## src/rtl/switches_pio_debounced_if.sv

```systemverilog
// Avalon-MM slave bus for the debounced switch PIO.
// The CPU side uses master; the PIO uses slave.
interface switches_pio_debounced_if #(
    parameter int WIDTH = 9
) ();
    logic [1:0]       address;
    logic             chipselect;
    logic             write_n;
    logic [WIDTH-1:0] writedata;
    logic [WIDTH-1:0] readdata;

    modport master (
        output address, chipselect, write_n, writedata,
        input  readdata
    );

    modport slave (
        input  address, chipselect, write_n, writedata,
        output readdata
    );
endinterface

```

## src/rtl/switches_pio_debounced.sv

```systemverilog
// Switch/button input PIO: synchroniser, per-bit debouncer, edge capture,
// interrupt mask, and a level interrupt. Register reads have one cycle of latency.
module switches_pio_debounced #(
    parameter int WIDTH           = 9,
    parameter int SYNC_STAGES     = 2,
    parameter int DEBOUNCE_CYCLES = 1000,
    parameter int EDGE_MODE       = 0
) (
    input  logic                     clk,
    input  logic                     reset,
    switches_pio_debounced_if.slave  bus,
    input  logic [WIDTH-1:0]         in_port,
    output logic                     irq
);
    localparam int               CNT_W    = $clog2(DEBOUNCE_CYCLES) + 1;
    localparam logic [CNT_W-1:0] CNT_LAST = CNT_W'(DEBOUNCE_CYCLES - 1);

    typedef enum logic [1:0] {
        REG_DATA = 2'd0,
        REG_RSVD = 2'd1,
        REG_MASK = 2'd2,
        REG_EDGE = 2'd3
    } reg_addr_e;

    logic [WIDTH-1:0] sync_q [SYNC_STAGES];
    logic [CNT_W-1:0] cnt_q  [WIDTH];
    logic [CNT_W-1:0] cnt_d  [WIDTH];
    logic [WIDTH-1:0] sync;
    logic [WIDTH-1:0] stable_q, stable_d;
    logic [WIDTH-1:0] accept, ev, clear;
    logic [WIDTH-1:0] irqmask_q, irqmask_d;
    logic [WIDTH-1:0] edgecap_q, edgecap_d;
    logic [WIDTH-1:0] rdata_q, rdata_d;
    logic             wr_en;

    assign sync  = sync_q[SYNC_STAGES-1];
    assign wr_en = bus.chipselect && !bus.write_n;

    // A bit is accepted only after DEBOUNCE_CYCLES consecutive differing samples.
    always_comb begin
        // NOTE: every output gets a default first so no path through the loop can infer a latch.
        stable_d = stable_q;
        accept   = '0;
        for (int i = 0; i < WIDTH; i++) begin
            cnt_d[i] = '0;
            if (sync[i] != stable_q[i]) begin
                if (cnt_q[i] == CNT_LAST) begin
                    accept[i]   = 1'b1;
                    stable_d[i] = sync[i];
                end else begin
                    cnt_d[i] = cnt_q[i] + CNT_W'(1);
                end
            end
        end
    end

    always_comb begin
        if (EDGE_MODE == 0)      ev = accept & sync;
        else if (EDGE_MODE == 1) ev = accept & ~sync;
        else                     ev = accept;
    end

    always_comb begin
        irqmask_d = irqmask_q;
        clear     = '0;
        if (wr_en && reg_addr_e'(bus.address) == REG_MASK) irqmask_d = bus.writedata;
        if (wr_en && reg_addr_e'(bus.address) == REG_EDGE) clear     = bus.writedata;
        // Set wins over a same-cycle clear so no edge is ever lost.
        edgecap_d = ev | (edgecap_q & ~clear);

        rdata_d = '0;
        case (reg_addr_e'(bus.address))
            REG_DATA: rdata_d = stable_q;
            REG_MASK: rdata_d = irqmask_q;
            REG_EDGE: rdata_d = edgecap_q;
            default:  rdata_d = '0;
        endcase
    end

    always_ff @(posedge clk or posedge reset) begin
        if (reset) begin
            // NOTE: the per-bit arrays are reset too, so a reset mid-debounce leaves no partial count or stale sample.
            for (int s = 0; s < SYNC_STAGES; s++) sync_q[s] <= '0;
            for (int i = 0; i < WIDTH; i++)       cnt_q[i]  <= '0;
            stable_q  <= '0;
            irqmask_q <= '0;
            edgecap_q <= '0;
            rdata_q   <= '0;
        end else begin
            // NOTE: non-blocking so each stage takes its predecessor's pre-edge value; blocking would collapse the chain.
            sync_q[0] <= in_port;
            for (int s = 1; s < SYNC_STAGES; s++) sync_q[s] <= sync_q[s-1];
            for (int i = 0; i < WIDTH; i++)       cnt_q[i]  <= cnt_d[i];
            stable_q  <= stable_d;
            irqmask_q <= irqmask_d;
            edgecap_q <= edgecap_d;
            rdata_q   <= rdata_d;
        end
    end

    assign bus.readdata = rdata_q;
    assign irq          = |(edgecap_q & irqmask_q);
endmodule

```

## src/flat_wrapper.sv

```systemverilog
// flat-port wrapper written by rule: the top's interface ports become plain ports
module switches_pio_debounced_flat 
#(
    parameter int WIDTH           = 9,
    parameter int SYNC_STAGES     = 2,
    parameter int DEBOUNCE_CYCLES = 1000,
    parameter int EDGE_MODE       = 0
)
  (clk, reset, in_port, irq, bus_address, bus_chipselect, bus_write_n, bus_writedata, bus_readdata);
  switches_pio_debounced_if #(.WIDTH(WIDTH)) bus_i ();
  input  logic clk;
  input  logic reset;
  input  logic [WIDTH-1:0] in_port;
  output logic irq;
  input wire logic [$bits(bus_i.address)-1:0] bus_address;
  input wire logic [$bits(bus_i.chipselect)-1:0] bus_chipselect;
  input wire logic [$bits(bus_i.write_n)-1:0] bus_write_n;
  input wire logic [$bits(bus_i.writedata)-1:0] bus_writedata;
  output wire logic [$bits(bus_i.readdata)-1:0] bus_readdata;
  assign bus_i.address = bus_address;
  assign bus_i.chipselect = bus_chipselect;
  assign bus_i.write_n = bus_write_n;
  assign bus_i.writedata = bus_writedata;
  assign bus_readdata = bus_i.readdata;
  switches_pio_debounced #(.WIDTH(WIDTH), .SYNC_STAGES(SYNC_STAGES), .DEBOUNCE_CYCLES(DEBOUNCE_CYCLES), .EDGE_MODE(EDGE_MODE)) u_core (.clk(clk), .reset(reset), .bus(bus_i), .in_port(in_port), .irq(irq));
endmodule
```

## config.mk

```make
export PLATFORM = sky130hd
export DESIGN_NAME = switches_pio_debounced_flat
export DESIGN_NICKNAME = d
export VERILOG_FILES = /design/src/rtl/switches_pio_debounced_if.sv /design/src/rtl/switches_pio_debounced.sv /design/src/flat_wrapper.sv
export SDC_FILE = /design/constraint.sdc
export NUM_CORES = 1
export LEC_CHECK = 0
export ABC_AREA = 1
export CORE_ASPECT_RATIO = 0.5
export CORE_MARGIN = 8
export CORE_UTILIZATION = 31
export DETAILED_ROUTE_END_ITERATION = 12
export PLACE_DENSITY = 0.49
export SETUP_SLACK_MARGIN = 0.02
export SLEW_MARGIN = 10
export SYNTH_ARGS = -nofsm -noshare
export SYNTH_HDL_FRONTEND = slang
export SYNTH_SLANG_ARGS = --single-unit
export TNS_END_PERCENT = 30
```

## constraint.sdc

```tcl
create_clock -name clk -period 8.2 [get_ports clk]
set_input_delay 2.46 -clock clk [delete_from_list [all_inputs] [get_ports clk]]
set_output_delay 2.46 -clock clk [all_outputs]
set_load 0.03 [all_outputs]
```

==> flow_summary.ini <==
[critical_path]
crit_fanout = 3
endpoint = irq
required_ns = 5.74
ff2ff_path_depth = 6
cp-startpoint = u_core.irqmask_q[7]$_DFFE_PP0P_
cp-start-kind = flop
crit_family = buffers and inverters
cp_num_buf_inv = 1
rrSetupSlack_ns = 6.81
crit_path_end_kind = output pin
rr_endpoint = u_core.cnt_q[38]$_DFF_PP0_
cp.arrival_ns = 1.81
cpPeakStageDelay_ns = 0.62
crit_slowest_cell = clkdlybuf4s50_1
path_cells = nand2_1, nand3_1, nor2_1, nand4_1, clkdlybuf4s50_1
r2r-start = u_core.cnt_q[33]$_DFF_PP0_
path_depth = 5
worst-setup-path-type = reg2out

[floorplan]
die_area_um2 = 28900
die_x_um = 233
die_y_um = 124
start_util = 0.317
fp.coreArea_um2 = 22900
rows = 39
io_pins = 34

[synthesis]
ys_warn_count = 0
yosys_most_used_dff = dfrtp_1
syn_avg_cell_area_um2 = 8.20
synth_edf_count = 0
netlist_area_um2 = 7270
synthArstFlopShare = 1.00
ys_seq_area_frac = 0.526
synth_nets = 920
postSynthCellCount = 887
ys_ff_latch = 153
synth_cell_types = 24

[cells_and_area]
areaGrowthSynthToFinish_pct = 18.5
fillers = 2339
layout.nets = 972
final_cells = 1259
diodes = 0
regArea_um2 = 3830
multiInputGateArea_um2 = 3050
layout-drive-gt1-share = 0.0935
postLayoutCoreUtil = 0.376

[clock_network]
insertion_delay_ns = 0.42
ctsHoldBuffers = 0
clock-sinks = 153
cts_tree = built
cts.clk_slew.worst_paths_ns = 0.06
cts_resized = 0
numCtsBuffers = 17
clockRootBuffer = clkbuf_16
post_cts_buffers = 0
htree_levels = 4
cts_buffer_depth = 2

[drt]
drtIter0Drc = 383
via_per_inst = 4.42
drt_pass1_iterations = 4
vias = 5566
ant_nets = 0
wl_per_cell_um = 11.8
routed_wl_um = 14900
drc = 0

[sta]
fin_skew_ns = 0.00705
maxSlewViolCount = 0
finalCritPeriodShare = 0.520
setup_viol = 0
tns_ns = 0
report.final.hold_viol_count = 0
rsz0062_at_grt = false
max_slew_margin = 0.440
max_freq_mhz = 234
setup_ws_ns = 3.93
tightest_slew_ns = 0.840
fin_crit_ns = 4.27

[global_route]
grt_pass1_vias = 5325
grt_max_degree = 94
grt_overflow = 0
antenna_found_initial = 0
grt_util_all_layers = 0.109
grt_pass1_wl_um = 26100

[run]
drv_cap = 0

[placement]
place.port_buffers = 33
dpl.cell_count = 1227
post-place-ws_ns = 3.69
dp_hpwl_um = 10600
gp_congestion = 0.788

[power]
total_power_w = 0.00178
leakagePower_nw = 3.89
power_density_nw_per_um2 = 207
vdd_ir_drop_max_mv = 0.101

[hold_path]
hold_path_class = reg2reg

[run_status]
outcome = finished, final reports clean
==> cell usage in the layout (no fill, tap or decap), types with 12 or more instances in the layout <==
master	instances
nand2_2	13
xnor2_1	17
clkdlybuf4s50_1	33
dfrtp_1	153
nor2_1	169
nand3_2	12
nand2_1	223
o21ai_0	27
nand3_1	72
xor2_1	15
clkbuf_16	17
a21oi_1	12
inv_1	99
==> sequential cells by signal, summed over array words and instances, names as in the netlist <==
register             count
u_core.sync_q            9
u_core.irqmask_q         9
u_core.sync              9
u_core.cnt_q            99
u_core.edgecap_q         9
u_core.bus.readdata      9
u_core.stable_q          9
==> synthesized netlist by cell type, drive strengths merged (6+ instances only) <==
| library cell | instances | share of area |
|---|---|---|
| xor2 | 15 | 0.018 |
| nand4 | 6 | 0.0052 |
| xnor2 | 17 | 0.020 |
| o21ai | 44 | 0.035 |
| a21oi | 12 | 0.0083 |
| nand2 | 237 | 0.13 |
| or2 | 9 | 0.0077 |
| nor3 | 9 | 0.0062 |
| ha | 9 | 0.015 |
| inv | 102 | 0.053 |
| nor2 | 185 | 0.11 |
| nand3 | 84 | 0.066 |
| dfrtp | 153 | 0.53 |
==> worst min-delay path by stage <==
stage	start	endpoint	cells after the start
floorplan	u_core.sync_q[9]$_DFF_PP0_	u_core.sync[0]$_DFF_PP0_	0
global placement	u_core.sync_q[9]$_DFF_PP0_	u_core.sync[0]$_DFF_PP0_	0
detailed placement	u_core.sync_q[16]$_DFF_PP0_	u_core.sync[7]$_DFF_PP0_	0
CTS	u_core.sync_q[9]$_DFF_PP0_	u_core.sync[0]$_DFF_PP0_	0
global route	u_core.sync_q[12]$_DFF_PP0_	u_core.sync[3]$_DFF_PP0_	0
finish	u_core.sync_q[16]$_DFF_PP0_	u_core.sync[7]$_DFF_PP0_	0
==> cell type report <==
type,count,share of cell area
Clock buffer,21,0.0534
Clock inverter,11,0.0196
Inverter,102,0.0450
Multi-Input combinational cell,631,0.354
Sequential cell,153,0.444
Tap cell,307,0.0446
Timing Repair Buffer,34,0.0392
==> power breakdown <==
group	switching, W	internal [W]	leakage (nW)
logic	0.0000811	0.0000504	1.54
registers	0.0000263	0.000791	2.05
clock network	0.000309	0.000526	0.307
==> cell families (layout without fill, tap and decap cells) <==
group	count (synthesis)	in the layout	synth area share
and+or+nand+nor	530	530	0.319
DFF	153	153	0.526
buffers and inverters	103	168	0.0542
AOI/OAI and AO/OA	60	60	0.0466
xor gates and xnor gates	32	32	0.0385
adders and majority gates	9	9	0.0155
==> metal layers <==
metal / vias up / global-route usage / share of wire
met5: - / 0 / 0
met2: 70 / 0.167 / 0.46
met3: 10 / 0.0266 / 0.030
met1: 2602 / 0.148 / 0.50
li1: 2884 / - / -
met4: 0 / 0.0366 / 0.010
==> metrics by stage <==
stage | hold WS, ns | cell area, µm²
detailed placement | 0.336 | 7990
CTS | 0.349 | 8620
finish | 0.346 | 8620
floorplan | 0.331 | 7270
global route | 0.359 | 8620
global placement | 0.334 | 7990
Note: power is estimated with default switching activity, not from simulation.
